<file path="src/rtl/vga_timing_gen.sv">
// Pixel-timing generator: sync, active-video and coordinates advanced by a pixel strobe.
// Optional completed-frame counter enabled by defining VGA_TIMING_FRAMECNT_EN.
module vga_timing_gen #(
  parameter int H_ACTIVE = 640,
  parameter int H_FP     = 16,
  parameter int H_SYNC   = 96,
  parameter int H_BP     = 48,
  parameter int V_ACTIVE = 480,
  parameter int V_FP     = 10,
  parameter int V_SYNC   = 2,
  parameter int V_BP     = 33,
  parameter int SYNC_POL = 0,
  parameter int CNT_W    = 10
) (
  input  logic             clk,
  input  logic             reset,
  input  logic             pix_en,
  output logic             hsync,
  output logic             vsync,
  output logic             video_on,
  output logic [CNT_W-1:0] x,
  output logic [CNT_W-1:0] y,
  output logic             frame_start,
  output logic [7:0]       frame_cnt
);

  localparam int H_TOTAL = H_ACTIVE + H_FP + H_SYNC + H_BP;
  localparam int V_TOTAL = V_ACTIVE + V_FP + V_SYNC + V_BP;

  localparam logic [CNT_W-1:0] H_LAST   = CNT_W'(H_TOTAL - 1);
  localparam logic [CNT_W-1:0] V_LAST   = CNT_W'(V_TOTAL - 1);
  localparam logic [CNT_W-1:0] H_VIS    = CNT_W'(H_ACTIVE);
  localparam logic [CNT_W-1:0] V_VIS    = CNT_W'(V_ACTIVE);
  localparam logic [CNT_W-1:0] HS_START = CNT_W'(H_ACTIVE + H_FP);
  localparam logic [CNT_W-1:0] HS_END   = CNT_W'(H_ACTIVE + H_FP + H_SYNC);
  localparam logic [CNT_W-1:0] VS_START = CNT_W'(V_ACTIVE + V_FP);
  localparam logic [CNT_W-1:0] VS_END   = CNT_W'(V_ACTIVE + V_FP + V_SYNC);
  localparam logic [CNT_W-1:0] ONE      = CNT_W'(1);
  localparam logic             ACT      = (SYNC_POL != 0);

  logic [CNT_W-1:0] h_next;
  logic [CNT_W-1:0] v_next;
  logic             frame_wrap;
  logic             hs_act;
  logic             vs_act;
  logic             vid_next;

  always_comb begin
    h_next     = x;
    v_next     = y;
    frame_wrap = 1'b0;
    if (pix_en) begin
      if (x == H_LAST) begin
        h_next = '0;
        if (y == V_LAST) begin
          v_next     = '0;
          frame_wrap = 1'b1;
        end else begin
          v_next = y + ONE;
        end
      end else begin
        h_next = x + ONE;
      end
    end
  end

  // Flags are decoded from the next coordinates so they register alongside x/y.
  always_comb begin
    hs_act   = (h_next >= HS_START) && (h_next < HS_END);
    vs_act   = (v_next >= VS_START) && (v_next < VS_END);
    vid_next = (h_next < H_VIS) && (v_next < V_VIS);
  end

  always_ff @(posedge clk or negedge reset) begin
    if (!reset) begin
      x           <= '0;
      y           <= '0;
      hsync       <= ~ACT;
      vsync       <= ~ACT;
      video_on    <= 1'b0;
      frame_start <= 1'b0;
    end else begin
      x           <= h_next;
      y           <= v_next;
      hsync       <= hs_act ? ACT : ~ACT;
      vsync       <= vs_act ? ACT : ~ACT;
      video_on    <= vid_next;
      frame_start <= frame_wrap;
    end
  end

`ifdef VGA_TIMING_FRAMECNT_EN
  always_ff @(posedge clk or negedge reset) begin
    if (!reset) begin
      frame_cnt <= 8'd0;
    end else if (frame_wrap) begin
      frame_cnt <= frame_cnt + 8'd1;
    end
  end
`else
  assign frame_cnt = 8'd0;
`endif

endmodule
</file>
<file path="config.mk">
export PLATFORM = sky130hd
export DESIGN_NAME = vga_timing_gen
export DESIGN_NICKNAME = d
export VERILOG_FILES = /design/src/rtl/vga_timing_gen.sv
export SDC_FILE = /design/constraint.sdc
export NUM_CORES = 1
export LEC_CHECK = 0
export BUFFER_PORTS_ARGS = -buffer_cell sky130_fd_sc_hd__buf_2
export CAP_MARGIN = 30
export CORE_UTILIZATION = 52
export DETAILED_ROUTE_END_ITERATION = 10
export PLACE_DENSITY = 0.86
export SYNTH_ARGS = -nofsm -noshare
export SYNTH_HDL_FRONTEND = slang
export SYNTH_SLANG_ARGS = --single-unit
</file>
<file path="constraint.sdc">
create_clock -name clk -period 3.9 [get_ports clk]
set_clock_uncertainty 0.15 [all_clocks]
set_input_delay 0.78 -clock clk [delete_from_list [all_inputs] [get_ports clk]]
set_output_delay 0.78 -clock clk [all_outputs]
set_load 0.05 [all_outputs]
</file>
**After elaboration in Yosys (flattened, before gate mapping)**

Cells that the tools add are included.

- Add/subtract/negate cells: 2
- Magnitude comparators: 6
- Eq/ne operators: 2
- Multiplexer cells: 10
- Reduce and logical (&&, ||, !) cells: 3

Operator list:

| cell | number |
|---|---|
| $mux 10 | 5 |
| $add 10x1->10 const B | 2 |
| $eq 10x10->1 const B | 2 |
| $lt 10x10->1 const B | 2 |
| $lt 10x9->1 const B | 2 |
| $ge 10x10->1 const B | 1 |
| $ge 10x9->1 const B | 1 |
| $mux 1 | 5 |
| $logic_and 1x1->1 | 3 |

- Register bits after elaboration: 24
- Word-level logic and storage cells: 29

**Longest topological paths before layout**

- Depth after elaboration: 7
- Depth in mapped cells: 8
- Depth with buffers taken out: 8

**Worst setup path after synthesis**

Ideal clock, no wire load.

- Path type: flip-flop to flip-flop
- Start point: register x[0]
- End point: register video_on
- Library setup time: 0.078 ns
- Arrival time: 2.084 ns
- Setup slack: 1.589 ns
- Stages on the path, launching flop included: 8
- Path buffers: 0
- Clock period less this slack: 2.311 ns
- Cell sequence: dfrtp_1 > ha_1 > and4_1 > nand4_2 > nor4_2 > xnor2_1 > nand3_1 > a21oi_1

- Longest elaborated chain between the ends: 5
- Elaborated cells on any way between the ends: 9

Ends and longest elaborated chain:

| item | line | text |
|---|---|---|
| start, declared | 21 | `output logic [CNT_W-1:0] x,` |
| start signal, assigned | 83 | `x <= h_next;` |
| $add 10x1->10 or $eq 10x10->1 (tied branches) | 62, 53 |  |
| $mux 10 | 53 | `if (x == H_LAST) begin` |
| $mux 10 | 52 | `if (pix_en) begin` |
| $lt 10x10->1 or $lt 10x9->1 (tied branches) | 71 | `vid_next = (h_next < H_VIS) && (v_next < V_VIS);` |
| $logic_and 1x1->1 * | 71 |  |
| named net vid_next | 46 | `logic vid_next;` |
| end signal, assigned | 87 | `video_on <= vid_next;` |
| end, declared | 20 | `output logic video_on,` |

The timed path passes the listed nets; every way through them passes the cells marked *.

**Worst setup path after layout**

Same ends and word-level chain as after synthesis.

==> out/qor.csv <==
stage,metric,value,unit
run_status,status,"finished, final reports clean",
pwr,p_per_area,518.7,nW/um^2
place,gp_congestion,0.8645,
place,place_ws,1.266,ns
worst_setup_path,cp-end-kind,flop,
route,drc,0,
yosys,yosys.area_share.adder,0.02536,
sta,fmax,417.2,MHz
pwr,p_leak,0.7476,nW
yosys,yosysTopAreaCellShare,0.3719,
sta,finalSetupViolations,0,
worst_setup_path,cpPeakStageDelay,0.52,ns
sta,worstMarginPinSlew,0.9695,ns
floorplanning,die_y,55.35,microns
clock_tree,path_clk_slew,0.14,ns
yosys,synth_compound_area_frac,0.1412,
worst_setup_path,cp_max_fo,14,
sta,setup_slack,1.503,ns
sta,rsz0062_at_grt,false,
worst_setup_path,critical_path_class,reg -> reg,
yosys,synthMuxAreaShare,0.01352,
route,ant_nets,0,
sta,hold_viol,0,
sta,slew_headroom,0.3477,
cells_and_area,fin_nets,191,
yosys,ys_seq_area_frac,0.4074,
yosys,syn-cell-area,1480,sq um
pwr,vdd_drop_max,0.5203,mV
grt,grt_overflow_total,0,
min_path,min_path_type,in -> async,
clock_tree,cts_sinks,24,
clock_tree,cts_root_buf,clkbuf_4,
clock_tree,h-tree-depth,1,
route,drt_iter0_markers,73,
route,wl_per_cell,14.98,microns
yosys,synth.ff_latch_count,24,
yosys,yosysMostFrequentCell,dfrtp_1,
sta,maxSlewViolCount,0,
yosys,synthSimpleGateAreaFrac,0.2527,
worst_setup_path,critPathLaunchType,flop,
grt,antenna_found_initial,0,
yosys,synthXorXnorAreaFrac,0.08284,
worst_setup_path,crit_path_cell_trace,"ha_1, and4_1, and4_1, a21oi_1, a31oi_1, nand3_1, a21oi_1",
worst_setup_path,cp.arrival,2.50,ns
route,wirelength,3.205,mm
clock_tree,clock_latency,0.32,ns
clock_tree,post_cts_buffers,0,
place,dpl.hpwl,2.278,mm
sta,fin_tns_setup,0,ns
yosys,synth_area_per_cell,9.194,sq um
clock_tree,cts_buffers,3,
floorplanning,num_rows,18,
yosys,yosys-top-cells-count,"dfrtp_1 (22), nor2_1 (19), nand2_1 (18)",
floorplanning,initial_core_util,0.5715,
cells_and_area,num-fill-cells,218,
place,portBuffers,26,
yosys,synth_top_cell_by_area,dfrtp_1,
clock_tree,cts_tree,built,
yosys,ys.flop_type,dfrtp_1,
floorplanning,io-pin-count,35,
yosys,synth_edf_count,0,
yosys,async_flop_share,1.000,
yosys,yosys_warnings,0,
cells_and_area,syn_to_final_growth,10.23,%
grt,gr-usage-all-layers,0.2125,
grt,grt_pass1_wl,5.195,mm
route,vias_per_cell,6.192,
sta,period_needed,2.397,ns
yosys,synth.top_cells.by_area,"dfrtp_1 (37%), nor2_1 (4.8%), nand2_1 (4.6%)",
clock_tree,hold_buffers,0,
floorplanning,core_area,2590,sq um
flow_run,drv_cap,0,
yosys,syn_inst,161,
worst_setup_path,cp_data_required_time,4.00,ns
clock_tree,cts_repair_resize_count,0,
worst_setup_path,path_buf_inv,0,
cells_and_area,diodes,0,
floorplanning,die_area,3064,sq um
sta,min_period_over_period,0.6146,
worst_setup_path,critPathTopFamily,simple AND/OR/NAND/NOR gates,
route,dr.pass1.iters,4,
grt,grt_max_degree,25,
yosys,synth_cell_types,43,
cells_and_area,drive_gt1_frac,0.2228,
clock_tree,clk_path_buf_depth,2,
grt,first_global_vias,1154,
floorplanning,fp.dieW,55.35,microns
worst_setup_path,cp_slowest_cell,and4_1,
yosys,synth_top_family_by_area,simple AND/OR/NAND/NOR gates,
route,vias,1325,
## worst paths after layout
check,slack (ns),to,startpoint,cells past startpoint
worst max-delay path,1.50,video_on$_DFF_PN0_,x[0]$_DFF_PN0_,7
worst min-delay path,0.27,y[9]$_DFF_PN0_,reset,1
worst max register to register,1.50,video_on$_DFF_PN0_,x[0]$_DFF_PN0_,7
worst min register to register,0.45,y[4]$_DFF_PN0_,y[4]$_DFF_PN0_,1
max in group asynchronous,2.97,hsync$_DFF_PN1_,reset,1
min in group clk,0.45,y[4]$_DFF_PN0_,y[4]$_DFF_PN0_,1
## flip-flops by register name, indices dropped and copies added, names as in the netlist
| name | cells |
|---|---|
| x | 10 |
| frame_start | 1 |
| vsync | 1 |
| hsync | 1 |
| video_on | 1 |
| y | 10 |
## per-stage QoR
step | hold WS (ns) | util | std cells | total power, mW | instance area, sq um
4_1_cts | 0.2771 | 0.6300 | 214 | 0.8454 | 1632
2_1_floorplan | 0.3344 | - | 168 | 0.5973 | 1506
3_3_place_gp | 0.4163 | 0.6097 | 210 | 0.6523 | 1579
6_report | 0.2651 | 0.6300 | 214 | 0.8463 | 1632
3_5_place_dp | 0.4249 | 0.6097 | 210 | 0.6650 | 1579
5_1_grt | 0.2918 | 0.6300 | 214 | 0.8887 | 1632
## cells by family after synthesis
logic type                 count (synthesis)
DFF                                       24
and+or+nand+nor                           69
xor gates and xnor gates                  14
other                                      1
adders and majority gates                  3
AOI/OAI and AO/OA                         30
muxes                                      2
buffers and inverters                     18
## layout make-up
class | count | area [sq um] | area share
clock buffers | 3 | 22.52 | 0.01380
inverters | 4 | 15.01 | 0.009202
repair buffers | 26 | 130.1 | 0.07975
multi-input cells | 126 | 793.3 | 0.4862
well taps | 30 | 37.54 | 0.02301
clock inverters | 1 | 30.03 | 0.01840
flip-flops and latches | 24 | 603.1 | 0.3696
## routing by layer
metal	track usage	part of all wire	up-vias
met5	0	0	-
met2	0.3528	0.49	88
met3	0.05386	0.080	12
met1	0.2722	0.42	622
li1	-	-	603
met4	0.06429	0.014	0
## report_power, final
group          internal, mW  switching (mW)  leakage [nW]  total (mW)
registers             0.283          0.0760         0.306       0.359
logic                0.0837           0.221         0.413       0.305
clock network         0.104          0.0785        0.0279       0.182
total                 0.471           0.375         0.748       0.846
## cells in the final DEF, fill, tap and decap left out, drive strengths merged, types with 2 or more instances in the layout
cell type  instances
dfstp              2
inv                4
nand2             18
mux2i              2
and4               3
o21ai              6
o21a               2
nand3             10
nand4              6
nor4               2
or3                3
nor3               2
conb               8
xor2               7
dfrtp             22
clkbuf             3
a21oi              8
nor2              19
buf               26
a22oi              3
o31ai              2
xnor2              7
a31oi              3
ha                 3
No activity file was read; power rests on OpenSTA's default activity.
